===== config.mk =====
export PLATFORM = sky130hd
export DESIGN_NAME = nubus_master_mc
export DESIGN_NICKNAME = d
export VERILOG_FILES = /design/src/rtl/nubus_master_mc.sv
export SDC_FILE = /design/constraint.sdc
export NUM_CORES = 1
export LEC_CHECK = 0
export CAP_MARGIN = 20
export CELL_PAD_IN_SITES_DETAIL_PLACEMENT = 0
export CELL_PAD_IN_SITES_GLOBAL_PLACEMENT = 1
export CORE_MARGIN = 2
export CORE_UTILIZATION = 28
export CTS_CLUSTER_SIZE = 8
export DETAILED_ROUTE_END_ITERATION = 8
export GPL_TIMING_DRIVEN = 0
export PLACE_DENSITY_LB_ADDON = 0.3
export SLEW_MARGIN = 15
export SYNTH_ARGS = -nofsm -noshare
export SYNTH_HDL_FRONTEND = slang
export SYNTH_SLANG_ARGS = --single-unit

===== constraint.sdc =====
create_clock -name nub_clkn -period 1.4 [get_ports nub_clkn]
set_clock_uncertainty 0.2 [all_clocks]
set_input_delay 0.42 -clock nub_clkn [delete_from_list [all_inputs] [get_ports nub_clkn]]
set_output_delay 0.42 -clock nub_clkn [all_outputs]
set_load 0.02 [all_outputs]

===== src/rtl/nubus_master_mc.sv =====
// nubus_master_mc: NuBus master-side transaction controller.
//
// Serves up to NCH local requester channels. Channels are picked round-robin.
// The picked channel then goes through the NuBus phases arbitrate, address and
// data. A locked sequence keeps bus ownership across back-to-back transactions.
//
// Optional feature: define NUBUS_MASTER_RETRY_EN to retry a transaction that
// ends with try-again-later status. Up to MAX_RETRY re-attempts are made. When
// the macro is undefined, try-again-later is reported as an error at once.
//
// Ports:
//   nub_clkn            NuBus clock; state updates on its rising edge
//   nub_resetn          asynchronous active-low reset
//   nub_rqstn           observed RQST (active-low)
//   nub_startn          observed START (active-low)
//   nub_ackn            observed ACK (active-low)
//   nub_tm1n, nub_tm0n  observed TM lines; carry the status while ACK is low
//   arb_grant           arbitration won, from the external arbiter
//   ch_req[NCH]         per-channel request level, held until done/err
//   ch_lock[NCH]        per-channel locked-sequence request
//   ch_tm[2*NCH]        per-channel {TM1,TM0} start code, active-high
//   ch_gnt[NCH]         one-hot channel being served, zero when idle
//   ch_done[NCH]        one-cycle completion pulse
//   ch_err[NCH]         one-cycle error pulse
//   arbcy_o .. locked_o phase strobes, active-high
//   tm1n_o, tm0n_o      TM drive during the address phase, active-low
module nubus_master_mc #(
    parameter int unsigned NCH       = 2,
    parameter int unsigned MAX_RETRY = 3
) (
    input  logic               nub_clkn,
    input  logic               nub_resetn,
    input  logic               nub_rqstn,
    input  logic               nub_startn,
    input  logic               nub_ackn,
    input  logic               nub_tm1n,
    input  logic               nub_tm0n,
    input  logic               arb_grant,
    input  logic [NCH-1:0]     ch_req,
    input  logic [NCH-1:0]     ch_lock,
    input  logic [2*NCH-1:0]   ch_tm,
    output logic [NCH-1:0]     ch_gnt,
    output logic [NCH-1:0]     ch_done,
    output logic [NCH-1:0]     ch_err,
    output logic               arbcy_o,
    output logic               arbdn_o,
    output logic               adrcy_o,
    output logic               dtacy_o,
    output logic               owner_o,
    output logic               busy_o,
    output logic               locked_o,
    output logic               tm1n_o,
    output logic               tm0n_o
);

    localparam int unsigned IW = (NCH > 1) ? $clog2(NCH) : 1;

    typedef enum logic [2:0] {
        StIdle,
        StArb,
        StAddr,
        StData,
        StHold
    } state_e;

    state_e         state_q, state_d;
    logic           busy_q, busy_d;
    logic           arbdn_q, arbdn_d;
    logic           owner_q, owner_d;
    logic           locked_q, locked_d;
    logic [NCH-1:0] gnt_q, gnt_d;
    logic [NCH-1:0] done_q, done_d;
    logic [NCH-1:0] err_q, err_d;
    logic [IW-1:0]  idx_q, idx_d;     // index of the channel in ch_gnt
    logic [IW-1:0]  rr_q, rr_d;       // first channel to consider next time

`ifdef NUBUS_MASTER_RETRY_EN
    logic [3:0]     retry_q, retry_d;
`else
    logic           unused_max_retry;
    assign unused_max_retry = ^MAX_RETRY;
`endif

    logic       start, ack;
    logic [1:0] status;

    assign start  = ~nub_startn;
    assign ack    = ~nub_ackn;
    assign status = {~nub_tm1n, ~nub_tm0n};

    // Round-robin scan that starts at rr_q and wraps around.
    logic          rr_found;
    logic [IW-1:0] rr_win;

    always_comb begin
        logic [IW-1:0] c;
        c        = '0;
        rr_found = 1'b0;
        rr_win   = rr_q;
        for (int unsigned i = 0; i < NCH; i++) begin
            c = IW'((32'(rr_q) + i) % NCH);
            if (!rr_found && ch_req[c]) begin
                rr_found = 1'b1;
                rr_win   = c;
            end
        end
    end

    always_comb begin
        logic terminate;
        terminate = 1'b0;
        state_d   = state_q;
        // Another master's cycle: set on START without ACK, clear after ACK.
        busy_d    = ~ack & (start | busy_q);
        arbdn_d   = 1'b0;
        owner_d   = owner_q;
        locked_d  = locked_q;
        gnt_d     = gnt_q;
        idx_d     = idx_q;
        rr_d      = rr_q;
        done_d    = '0;
        err_d     = '0;
`ifdef NUBUS_MASTER_RETRY_EN
        retry_d   = retry_q;
`endif

        unique case (state_q)
            StIdle: begin
                if (rr_found && nub_rqstn) begin
                    state_d        = StArb;
                    idx_d          = rr_win;
                    gnt_d          = '0;
                    gnt_d[rr_win]  = 1'b1;
                    rr_d           = (rr_win == IW'(NCH - 1)) ? '0 : rr_win + IW'(1);
                end
            end
            StArb: begin
                // arbdn only rises after a full ARB cycle with no START seen.
                arbdn_d = ~start;
                if (arbdn_q && arb_grant &&
                    ((!busy_q && !start) || (busy_q && ack))) begin
                    state_d  = StAddr;
                    arbdn_d  = 1'b0;
                    owner_d  = 1'b1;
                    locked_d = ch_lock[idx_q];
                end
            end
            StAddr: begin
                state_d = StData;
            end
            StData: begin
                if (ack) begin
                    terminate = 1'b1;
                    unique case (status)
                        2'b00: done_d = gnt_q;
                        2'b01: err_d  = gnt_q;
                        2'b10: err_d  = gnt_q;
                        2'b11: begin
`ifdef NUBUS_MASTER_RETRY_EN
                            if (retry_q == 4'(MAX_RETRY)) begin
                                err_d = gnt_q;
                            end else begin
                                // Re-arbitrate for the same channel.
                                retry_d   = retry_q + 4'd1;
                                terminate = 1'b0;
                                state_d   = StArb;
                                owner_d   = 1'b0;
                                locked_d  = 1'b0;
                            end
`else
                            err_d = gnt_q;
`endif
                        end
                        default: err_d = gnt_q;
                    endcase
                    if (terminate) begin
                        if (locked_q) begin
                            state_d = StHold;
                        end else begin
                            state_d = StIdle;
                            owner_d = 1'b0;
                            gnt_d   = '0;
                        end
                    end
                end
            end
            StHold: begin
                if (!ch_lock[idx_q]) begin
                    state_d  = StIdle;
                    locked_d = 1'b0;
                    owner_d  = 1'b0;
                    gnt_d    = '0;
                end else if (ch_req[idx_q]) begin
                    state_d = StAddr;
                end
            end
            default: begin
                state_d = StIdle;
            end
        endcase

`ifdef NUBUS_MASTER_RETRY_EN
        if ((done_d != '0) || (err_d != '0)) begin
            retry_d = 4'd0;
        end
`endif
    end

    always_ff @(posedge nub_clkn or negedge nub_resetn) begin
        if (!nub_resetn) begin
            state_q  <= StIdle;
            busy_q   <= 1'b0;
            arbdn_q  <= 1'b0;
            owner_q  <= 1'b0;
            locked_q <= 1'b0;
            gnt_q    <= '0;
            done_q   <= '0;
            err_q    <= '0;
            idx_q    <= '0;
            rr_q     <= '0;
`ifdef NUBUS_MASTER_RETRY_EN
            retry_q  <= 4'd0;
`endif
        end else begin
            state_q  <= state_d;
            busy_q   <= busy_d;
            arbdn_q  <= arbdn_d;
            owner_q  <= owner_d;
            locked_q <= locked_d;
            gnt_q    <= gnt_d;
            done_q   <= done_d;
            err_q    <= err_d;
            idx_q    <= idx_d;
            rr_q     <= rr_d;
`ifdef NUBUS_MASTER_RETRY_EN
            retry_q  <= retry_d;
`endif
        end
    end

    always_comb begin
        arbcy_o  = (state_q == StArb);
        arbdn_o  = arbdn_q;
        adrcy_o  = (state_q == StAddr);
        dtacy_o  = (state_q == StData);
        owner_o  = owner_q;
        busy_o   = busy_q;
        locked_o = locked_q;
        ch_gnt   = gnt_q;
        ch_done  = done_q;
        ch_err   = err_q;
        if (state_q == StAddr) begin
            {tm1n_o, tm0n_o} = ~ch_tm[{idx_q, 1'b0} +: 2];
        end else begin
            {tm1n_o, tm0n_o} = 2'b11;
        end
    end

endmodule


==> impl_metrics.json, run 1 <==
{
  "status": "finished, violations left",
  "violations_in_the_final_reports": "setup timing",
  "synthesis.instances": 80,
  "slew_violations": 0,
  "critical-path-max-stage-delay_ns": 0.46,
  "routed_wl_mm": 2.277,
  "pin_count_of_the_biggest_net_entering_global_routing": 16,
  "crit_path_max_fanout": 6,
  "cts_tree": "built",
  "io_pins": 31,
  "dieArea_um2": 3376,
  "syn-num-nets": 96,
  "setup_ws_ns": -0.5024,
  "post-dp-hpwl_mm": 1.502,
  "cts.root.buffer_cell": "sky130_fd_sc_hd__clkbuf_4",
  "crit_required_ns": 0.78,
  "layout-drive-gt1-share_pct": 55.30,
  "path_clk_slew_ns": 0.10,
  "areaGrowthSynthToFinish_pct": 81.83,
  "h_tree_depth_reported_by_cts": 1,
  "die_span_x_um": 58.10,
  "placeableCoreArea_um2": 2758,
  "worst_slew_margin_rel_pct": 53.72,
  "synth_largest_area_cell": "sky130_fd_sc_hd__dfrtp_1",
  "syn-mean-instance-area_um2": 10.24,
  "drtAntennaViolNets": 0,
  "drtPass1Iterations": 4,
  "diodes": 0,
  "ctsLongestPathBuffers": 2,
  "drv_cap": 0,
  "path_buf_inv": 1,
  "setup_tns_ns": -4.679,
  "worstSetupStartpointType": "flip-flop",
  "synthesis.yosys.warnings": 0,
  "final-setup-viol-count": 28,
  "routed_wire_length_per_instance_um": 13.97,
  "portBuffers": 30,
  "starting_density_of_the_core_pct": 29.72,
  "power_per_cell_area_nw_per_um2": 1677,
  "cp_top_family": "flip-flops",
  "vias_per_inst": 5.000,
  "placement.setup.worst_slack_ns": -0.9849,
  "vias": 815,
  "cts-buffers-inserted": 3,
  "grt_pass1_wl_mm": 3.643,
  "drcViolationCount": 0,
  "fin_crit_sh_pct": 135.9,
  "min_period_ns": 1.902,
  "yosys_register_bits": 15,
  "setup.worst_path.end_class": "primary output",
  "synth_sequential_area_ratio_pct": 45.80,
  "critical_path.cell_chain": "nand2b_4 -> nor2_4 -> nand2_4 -> buf_6",
  "worst-setup-path-type": "flip-flop to primary output",
  "holdCritPathClass": "primary input to flip-flop",
  "placement_rows": 19,
  "cellLeakagePower_nw": 0.6607,
  "rsz0062_at_grt": "yes",
  "crit_arrival_ns": 1.28,
  "grt_antenna_before_repair": 0,
  "vertical_extent_of_the_die_um": 58.10,
  "timing.final.hold_violations": 0,
  "ys_types": 34,
  "grt_overflow": 0,
  "timing.critical_path.slowest_stage_cell": "sky130_fd_sc_hd__dfrtp_2",
  "grt.total_usage_pct": 14.15,
  "tightest_slew_ns": 0.6920,
  "worstSkewPairLatency_ns": 0.29,
  "cts_hold_buf": 0,
  "ir_drop_worst_vdd_v": 0.0009192,
  "nNetsFinal": 149,
  "yosys.area.top_type_share_pct": 45.80,
  "number_of_global_route_vias_before_repair": 808,
  "largest_cells_by_area_after_synthesis": "sky130_fd_sc_hd__dfrtp_1 46%, sky130_fd_sc_hd__nand2b_1 4.6%, sky130_fd_sc_hd__nand2_1 4.1%",
  "drt-initial-drc-count": 9,
  "peak_clock_frequency_supported_by_timing_ghz": 0.5256,
  "tritoncts_num_sinks": 15,
  "netlist_area_um2": 819.5,
  "gpl_wtd_cong": 0.7459
}
-- power by group --
part           leakage [nW]  switching (mW)  internal, mW
Sequential            0.184           0.101         0.553
Clock                0.0177           0.156         0.106
Combinational         0.459           0.723         0.859
-- cell families (layout without fill, tap and decap cells) --
group,after synthesis,after routing,synth area share (%)
AOI/OAI and AO/OA,23,23,19.54
buffers and inverters,4,56,3.358
DFF,15,15,45.80
muxes,4,4,5.801
and+or+nand+nor,34,34,25.50
-- flip-flops by register name (all words and copies together), names as in the netlist --
name and cells:
arbdn_o 1, owner_o 1, rr_q 1, ch_gnt 2, ch_done 2, state_q 3, locked_o 1, idx_q 1
busy_o 1, ch_err 2
-- final timing paths --
check / depth (start not counted) / from / slack [ns] / to
worst max-delay path: 4 / state_q[2] / -0.50 / tm1n_o
worst min-delay path: 2 / nub_ackn / 0.25 / busy_o
worst max register to register: 5 / idx_q / -0.32 / ch_gnt[1]
worst min register to register: 1 / state_q[2] / 0.34 / state_q[0]
max in group asynchronous: 1 / nub_resetn / 0.18 / busy_o
min in group asynchronous: 1 / nub_resetn / 0.33 / ch_err[1]
-- placed cells by master (no fill, tap or decap), types with 3 or more instances in the layout --
cell                              Yosys  layout
sky130_fd_sc_hd__a21oi_1              6       4
sky130_fd_sc_hd__buf_4                1      16
sky130_fd_sc_hd__buf_6                1      20
sky130_fd_sc_hd__clkbuf_4             0       3
sky130_fd_sc_hd__clkdlybuf4s50_1      0      12
sky130_fd_sc_hd__dfrtp_1             15      12
sky130_fd_sc_hd__dfrtp_2              0       3
sky130_fd_sc_hd__nand2_1              9       5
sky130_fd_sc_hd__nand2b_1             6       3
sky130_fd_sc_hd__nand2b_4             0       3
sky130_fd_sc_hd__nor2_1               9       6
-- what timing repair did --
| item | CTS | global route |
|---|---|---|
| pin swaps | 4 | 8 |
| setup endpoints to repair | 29 | 28 |
| resized for setup | 101 | 21 |
| buffers inserted | 11 | 10 |
-- cell usage after synthesis --
| cell type | number |
|---|---|
| sky130_fd_sc_hd__a211oi_1 | 2 |
| sky130_fd_sc_hd__a21bo_1 | 1 |
| sky130_fd_sc_hd__a21boi_0 | 1 |
| sky130_fd_sc_hd__a21boi_1 | 1 |
| sky130_fd_sc_hd__a21o_1 | 2 |
| sky130_fd_sc_hd__a21oi_1 | 6 |
| sky130_fd_sc_hd__a22oi_2 | 1 |
| sky130_fd_sc_hd__a2bb2oi_1 | 1 |
| sky130_fd_sc_hd__a32o_1 | 1 |
| sky130_fd_sc_hd__and2_1 | 1 |
| sky130_fd_sc_hd__and3_1 | 1 |
| sky130_fd_sc_hd__and3b_4 | 1 |
| sky130_fd_sc_hd__buf_2 | 1 |
| sky130_fd_sc_hd__buf_4 | 1 |
| sky130_fd_sc_hd__buf_6 | 1 |
| sky130_fd_sc_hd__dfrtp_1 | 15 |
| sky130_fd_sc_hd__inv_1 | 1 |
| sky130_fd_sc_hd__mux2_2 | 2 |
| sky130_fd_sc_hd__mux2_4 | 1 |
| sky130_fd_sc_hd__mux2i_1 | 1 |
| sky130_fd_sc_hd__nand2_1 | 9 |
| sky130_fd_sc_hd__nand2b_1 | 6 |
| sky130_fd_sc_hd__nand3_2 | 1 |
| sky130_fd_sc_hd__nand4bb_1 | 1 |
| sky130_fd_sc_hd__nor2_1 | 9 |
| sky130_fd_sc_hd__nor2b_1 | 1 |
| sky130_fd_sc_hd__nor3_1 | 1 |
| sky130_fd_sc_hd__nor3b_2 | 2 |
| sky130_fd_sc_hd__nor4_4 | 1 |
| sky130_fd_sc_hd__o21ai_0 | 2 |
| sky130_fd_sc_hd__o21ai_1 | 1 |
| sky130_fd_sc_hd__o22ai_1 | 2 |
| sky130_fd_sc_hd__o2bb2ai_1 | 1 |
| sky130_fd_sc_hd__o31ai_1 | 1 |
-- area by class of cell --
cell class,count,area [um^2]
plain buffers,2,22.52
clock buffers,3,22.52
clock inverters,1,5.005
fillers,247,1267
inverters,1,3.754
multi-input cells,61,553.0
flip-flops and latches,15,379.1
well taps,31,38.79
repair buffers,49,465.4
-- layer usage --
layer | part of all wire (%) | global-route usage [%]
met1 | 41 | 17.34
met2 | 50 | 23.54
met3 | 6.7 | 3.571
met4 | 1.7 | 5.980
met5 | 0 | 0
-- through the flow --
step / cells / utilization, % / total power [mW] / cell area (um^2) / hold slack [ns]
detailed placement: 141 / 43.74 / 1.695 / 1206 / 0.2969
CTS: 156 / 49.32 / 2.219 / 1360 / 0.3460
global route: 163 / 54.04 / 2.651 / 1490 / 0.2718
global placement: 141 / 43.74 / 1.683 / 1206 / 0.2927
finish: 163 / 54.04 / 2.499 / 1490 / 0.2499
floorplan: 80 / - / 1.337 / 867.1 / -0.07559
No activity file was read; power rests on OpenSTA's default activity.
==> run 2: changes to the inputs <==
==> constraint.sdc (replaced) <==
create_clock -name nub_clkn -period 1.4 [get_ports nub_clkn]
set_clock_uncertainty 0.2 [all_clocks]
set_input_delay 0.21 -clock nub_clkn [delete_from_list [all_inputs] [get_ports nub_clkn]]
set_output_delay 0.21 -clock nub_clkn [all_outputs]
set_load 0.02 [all_outputs]
==> run 2 against run 1 <==
- the flow still finishes with violations (setup timing)
- global-route usage shrank 0.23 points
- worst hold slack got worse by 0.13 ns
- largest cell class unchanged
- highest routed layer unchanged
- critical path depth rose by 1
- wire length shrank 9.5%
- via count shrank 3.7%
- utilization decreased by 3.8 points
- sequential power decreased by 0.6%
- final cell count shrank 1.2%
==> impl_metrics.json, run 2 (synthesized netlist as in run 1, its figures left out) <==
{
  "starting_density_of_the_core_pct": 29.72,
  "vertical_extent_of_the_die_um": 58.10,
  "portBuffers": 30,
  "grt_antenna_before_repair": 0,
  "layout-drive-gt1-share_pct": 48.46,
  "critical_path.cell_chain": "buf_6 -> nand2b_4 -> nor2_4 -> nand2_2 -> buf_6",
  "crit_path_max_fanout": 9,
  "grt.total_usage_pct": 13.92,
  "cts_hold_buf": 0,
  "timing.final.hold_violations": 0,
  "placement.cell_area_um2": 1202,
  "ctsLongestPathBuffers": 2,
  "drv_cap": 0,
  "most-common-layout-cells": "14 x sky130_fd_sc_hd__clkdlybuf4s50_1, 13 x sky130_fd_sc_hd__buf_4, 13 x sky130_fd_sc_hd__dfrtp_1",
  "crit_arrival_ns": 1.26,
  "slew_violations": 0,
  "ir_drop_worst_vdd_v": 0.0008851,
  "drt-initial-drc-count": 21,
  "worstSetupStartpointType": "flip-flop",
  "drcViolationCount": 0,
  "worst-setup-path-type": "flip-flop to primary output",
  "diodes": 0,
  "placeableCoreArea_um2": 2758,
  "gpl_wtd_cong": 0.7423,
  "worstSkewPairLatency_ns": 0.29,
  "setup.worst_path.end_class": "primary output",
  "cts_tree": "built",
  "worst_slew_margin_rel_pct": 55.39,
  "status": "finished, violations left",
  "number_of_global_route_vias_before_repair": 831,
  "die_span_x_um": 58.10,
  "peak_clock_frequency_supported_by_timing_ghz": 0.5984,
  "critPathMostFrequentCell": "sky130_fd_sc_hd__buf_6",
  "holdCritPathClass": "primary input to asynchronous set/reset pin",
  "layoutNonFillerInstCount": 161,
  "post-dp-hpwl_mm": 1.483,
  "registers.top_by_ff_count": "state_q",
  "io_pins": 31,
  "fin_crit_sh_pct": 119.4,
  "cts.root.buffer_cell": "sky130_fd_sc_hd__clkbuf_4",
  "h_tree_depth_reported_by_cts": 1,
  "rsz0062_at_grt": "yes",
  "cts-buffers-inserted": 3,
  "path_clk_slew_ns": 0.09,
  "setup_tns_ns": -2.693,
  "critical-path-max-stage-delay_ns": 0.39,
  "vias": 785,
  "setup_ws_ns": -0.2712,
  "nNetsFinal": 147,
  "fin_area_um2": 1385,
  "pin_count_of_the_biggest_net_entering_global_routing": 16,
  "tightest_slew_ns": 0.6670,
  "placement.setup.worst_slack_ns": -0.5542,
  "cellLeakagePower_nw": 0.6008,
  "power_per_cell_area_nw_per_um2": 1666,
  "drtAntennaViolNets": 0,
  "dp.cells": 141,
  "max_ffs_per_register": 3,
  "min_period_ns": 1.671,
  "placement_rows": 19,
  "vias_per_inst": 4.876,
  "routed_wire_length_per_instance_um": 12.80,
  "areaGrowthSynthToFinish_pct": 69.01,
  "final-setup-viol-count": 18,
  "grt_pass1_wl_mm": 3.588,
  "timing.critical_path.slowest_stage_cell": "sky130_fd_sc_hd__dfrtp_1",
  "final_common_cell": "sky130_fd_sc_hd__clkdlybuf4s50_1",
  "crit_required_ns": 0.99,
  "dieArea_um2": 3376,
  "violations_in_the_final_reports": "setup timing",
  "drtPass1Iterations": 4,
  "routed_wl_mm": 2.060,
  "tritoncts_num_sinks": 15,
  "grt_overflow": 0
}
==> run 2: cell count changes in the layout (fill, tap and decap cells not counted), moves of 2 or more <==
| cell | before | now |
|---|---|---|
| sky130_fd_sc_hd__buf_6 | 20 | 10 |
| sky130_fd_sc_hd__buf_2 | 0 | 4 |
| sky130_fd_sc_hd__clkbuf_2 | 1 | 5 |
| sky130_fd_sc_hd__buf_4 | 16 | 13 |
| sky130_fd_sc_hd__a21boi_1 | 2 | 0 |
| sky130_fd_sc_hd__clkdlybuf4s50_1 | 12 | 14 |
| sky130_fd_sc_hd__nand2_4 | 2 | 0 |
| sky130_fd_sc_hd__o21ai_1 | 0 | 2 |
| sky130_fd_sc_hd__o21ai_2 | 2 | 0 |
==> run 2: layer usage <==
metal | share of wire [%] | global-route usage, % | up-vias
met2 | 50 | 24.35 | 26
met1 | 40 | 15.83 | 366
met4 | 2.4 | 6.977 | 0
met3 | 7.3 | 3.125 | 5
met5 | 0 | 0 | -
li1 | - | - | 388
==> run 2: repair_timing <==
item / 4_1_cts / 5_1_grt
pin swaps: 7 / 8
endpoints found under the setup margin: 27 / 27
gates resized for setup: 63 / 17
setup buffers: 10 / 6
==> run 2: worst paths after layout <==
| kind | start | end | slack, ns | depth (start not counted) |
|---|---|---|---|---|
| max | state_q[2] | tm0n_o | -0.27 | 5 |
| min | nub_resetn | state_q[2] | 0.12 | 1 |
| max reg2reg | idx_q | rr_q | -0.18 | 4 |
| min reg2reg | rr_q | rr_q | 0.35 | 2 |
| max in group asynchronous | nub_resetn | idx_q | 0.42 | 1 |
| min in group nub_clkn | nub_ackn | busy_o | 0.20 | 2 |
==> run 2: power breakdown <==
group	switching, mW	total (mW)	internal, mW
registers	0.0977	0.650	0.553
logic	0.647	1.40	0.752
clock network	0.153	0.259	0.106
==> run 2: per-stage QoR <==
step | hold slack (ns) | utilization (%) | total power [mW]
4_1_cts | 0.1453 | 48.73 | 2.170
3_5_place_dp | 0.2988 | 43.60 | 1.695
3_3_place_gp | 0.2935 | 43.60 | 1.685
6_report | 0.1159 | 50.23 | 2.308
2_1_floorplan | -0.2856 | - | 1.340
5_1_grt | 0.1842 | 50.23 | 2.464
==> run 2: area by class of cell <==
class	count	area, um^2
clock buffers	3	22.52
well taps	31	38.79
repair buffers	46	395.4
flip-flops and latches	15	377.9
multi-input cells	61	511.7
plain buffers	3	30.03
clock inverters	1	5.005
inverters	1	3.754
fillers	271	1373
==> run 2: worst max-delay path, delay by kind of cell, from the launching register on <==
kind                   cells  cell delay (ns)
flip-flops                 1             0.39
buffers and inverters      2             0.26
AND/OR/NAND/NOR            3             0.32
==> run 3: changes to the inputs <==
CORE_UTILIZATION = 33   (was 28)
DONT_BUFFER_PORTS = 1   (was not set)
PLACE_DENSITY_LB_ADDON = 0.1   (was 0.3)
==> run 3 against run 2 <==
- the run still ends with setup timing left
- critical path type unchanged
- critical endpoint unchanged
- critical path depth decreased by 2
- largest cell class unchanged
- global-route usage increased by 0.88 points
- utilization decreased by 4.1 points
- clock-buffer cell count unchanged
- clock power about the same
- largest power group unchanged
- sequential power increased by 15%
- flip-flop and latch count unchanged
==> impl_metrics.json, run 3 (synthesized netlist as in run 1, its figures left out) <==
{
  "critical-path-max-stage-delay_ns": 0.46,
  "timing.final.hold_violations": 0,
  "path_buf_inv": 0,
  "grt.total_usage_pct": 14.80,
  "nNetsFinal": 113,
  "setup_tns_ns": -2.159,
  "gpl_wtd_cong": 0.6861,
  "crit_required_ns": 0.99,
  "worstSkewPairLatency_ns": 0.28,
  "io_pins": 31,
  "pin_count_of_the_biggest_net_entering_global_routing": 16,
  "cp_top_family": "simple AND/OR/NAND/NOR gates",
  "cts_tree": "built",
  "vertical_extent_of_the_die_um": 53.84,
  "max_ffs_per_register": 3,
  "slew_violations": 0,
  "starting_density_of_the_core_pct": 34.01,
  "areaGrowthSynthToFinish_pct": 35.73,
  "rsz0062_at_grt": "yes",
  "portBuffers": 0,
  "setup.worst_path.end_class": "primary output",
  "drv_cap": 0,
  "layout-drive-gt1-share_pct": 41.67,
  "routed_wl_mm": 1.934,
  "crit_arrival_ns": 1.24,
  "hold_slack_ns": 0.05231,
  "path_clk_slew_ns": 0.10,
  "layoutNonFillerInstCount": 126,
  "registers.top_by_ff_count": "state_q",
  "crit_path_max_fanout": 6,
  "grt_pass1_wl_mm": 2.953,
  "dp.cells": 110,
  "worstSetupStartpointType": "flip-flop",
  "post-dp-hpwl_mm": 1.355,
  "cts.root.buffer_cell": "sky130_fd_sc_hd__clkbuf_4",
  "timing.critical_path.slowest_stage_cell": "sky130_fd_sc_hd__dfrtp_2",
  "grt_antenna_before_repair": 0,
  "cts-buffers-inserted": 3,
  "grt_overflow": 0,
  "die_span_x_um": 53.84,
  "violations_in_the_final_reports": "setup timing",
  "number_of_global_route_vias_before_repair": 711,
  "drtPass1Iterations": 3,
  "r2r-start": "state_q[1]",
  "placeableCoreArea_um2": 2410,
  "setup_ws_ns": -0.2528,
  "tritoncts_num_sinks": 15,
  "cellLeakagePower_nw": 0.4598,
  "final-setup-viol-count": 18,
  "final_core_utilization_pct": 46.16,
  "worst-setup-path-type": "flip-flop to primary output",
  "placement_rows": 18,
  "h_tree_depth_reported_by_cts": 1,
  "critical_path.cell_chain": "nand2b_4 -> nor2_4 -> nand2_4",
  "vias_per_inst": 5.270,
  "vias": 664,
  "tightest_slew_ns": 0.6957,
  "power_per_cell_area_nw_per_um2": 1752,
  "worst_slew_margin_rel_pct": 53.47,
  "setup.worst_path.start": "state_q[2]",
  "timing.reg2reg.setup_slack_ns": -0.22,
  "final_common_cell": "sky130_fd_sc_hd__dfrtp_1",
  "routed_wire_length_per_instance_um": 15.35,
  "diodes": 0,
  "fin_crit_sh_pct": 118.1,
  "peak_clock_frequency_supported_by_timing_ghz": 0.6050,
  "ir_drop_worst_vdd_v": 0.0008326,
  "drt-initial-drc-count": 5,
  "drtAntennaViolNets": 0,
  "holdCritPathClass": "primary input to flip-flop",
  "dieArea_um2": 2898,
  "min_period_ns": 1.653,
  "status": "finished, violations left",
  "hp-start": "ch_req[0]",
  "filler_cell_count": 230,
  "drcViolationCount": 0,
  "ctsLongestPathBuffers": 2
}
==> run 3: where the power goes <==
group	switching (mW)	internal, mW	leakage [nW]	total (mW)
clock	0.153	0.106	0.0177	0.259
sequential	0.196	0.552	0.184	0.748
combinational	0.488	0.454	0.258	0.942
==> run 3: final timing paths <==
check                                  end  depth (start not counted)
worst max-delay path                tm0n_o                          3
worst min-delay path            state_q[2]                          2
worst max register to register   ch_gnt[1]                          5
worst min register to register        rr_q                          2
max in group asynchronous            idx_q                          1
min in group asynchronous          owner_o                          1
==> run 3: worst reg2reg max path, cell delays in order (launching register included) <==
cell and delay [ns]:
sky130_fd_sc_hd__dfrtp_1 0.41, sky130_fd_sc_hd__buf_4 0.16, sky130_fd_sc_hd__and3b_4 0.23, sky130_fd_sc_hd__nor4_4 0.26
sky130_fd_sc_hd__nand3_2 0.12, sky130_fd_sc_hd__a21bo_1 0.20
==> run 3: repair_timing <==
item / CTS / global route
hold buffers: 6 / 0
pin swaps: 5 / 8
hold endpoints to repair: 25 / 0
setup endpoints to repair: 19 / 19
gates resized for setup: 6 / 12
setup buffers: 3 / 4
==> run 3: routing by layer <==
metal / GRT usage (%) / up-vias / share of wire (%)
met5: 0 / - / 0
met4: 8.974 / 0 / 0.78
met3: 3.056 / 2 / 7.1
met2: 23.98 / 23 / 48
met1: 17.87 / 322 / 44
li1: - / 317 / -
==> run 3: layout make-up <==
class / count / area (um^2) / share of cell area (%)
sequential: 15 / 379.1 / 34.08
clock buffer: 3 / 22.52 / 2.025
timing repair buffer: 13 / 116.4 / 10.46
tap: 30 / 37.54 / 3.375
buffer: 2 / 22.52 / 2.025
inverter: 1 / 3.754 / 0.3375
multi-input combinational: 61 / 525.5 / 47.24
clock inverter: 1 / 5.005 / 0.4499
==> run 3: stage by stage <==
stage / setup WS (ns) / area, um^2 / power, mW
3_5_place_dp: -0.2059 / 900.9 / 1.467
5_1_grt: -0.3189 / 1112 / 2.086
4_1_cts: -0.3287 / 1035 / 1.817
3_3_place_gp: -0.1921 / 900.9 / 1.460
6_report: -0.2528 / 1112 / 1.948
2_1_floorplan: -0.1107 / 863.3 / 1.340
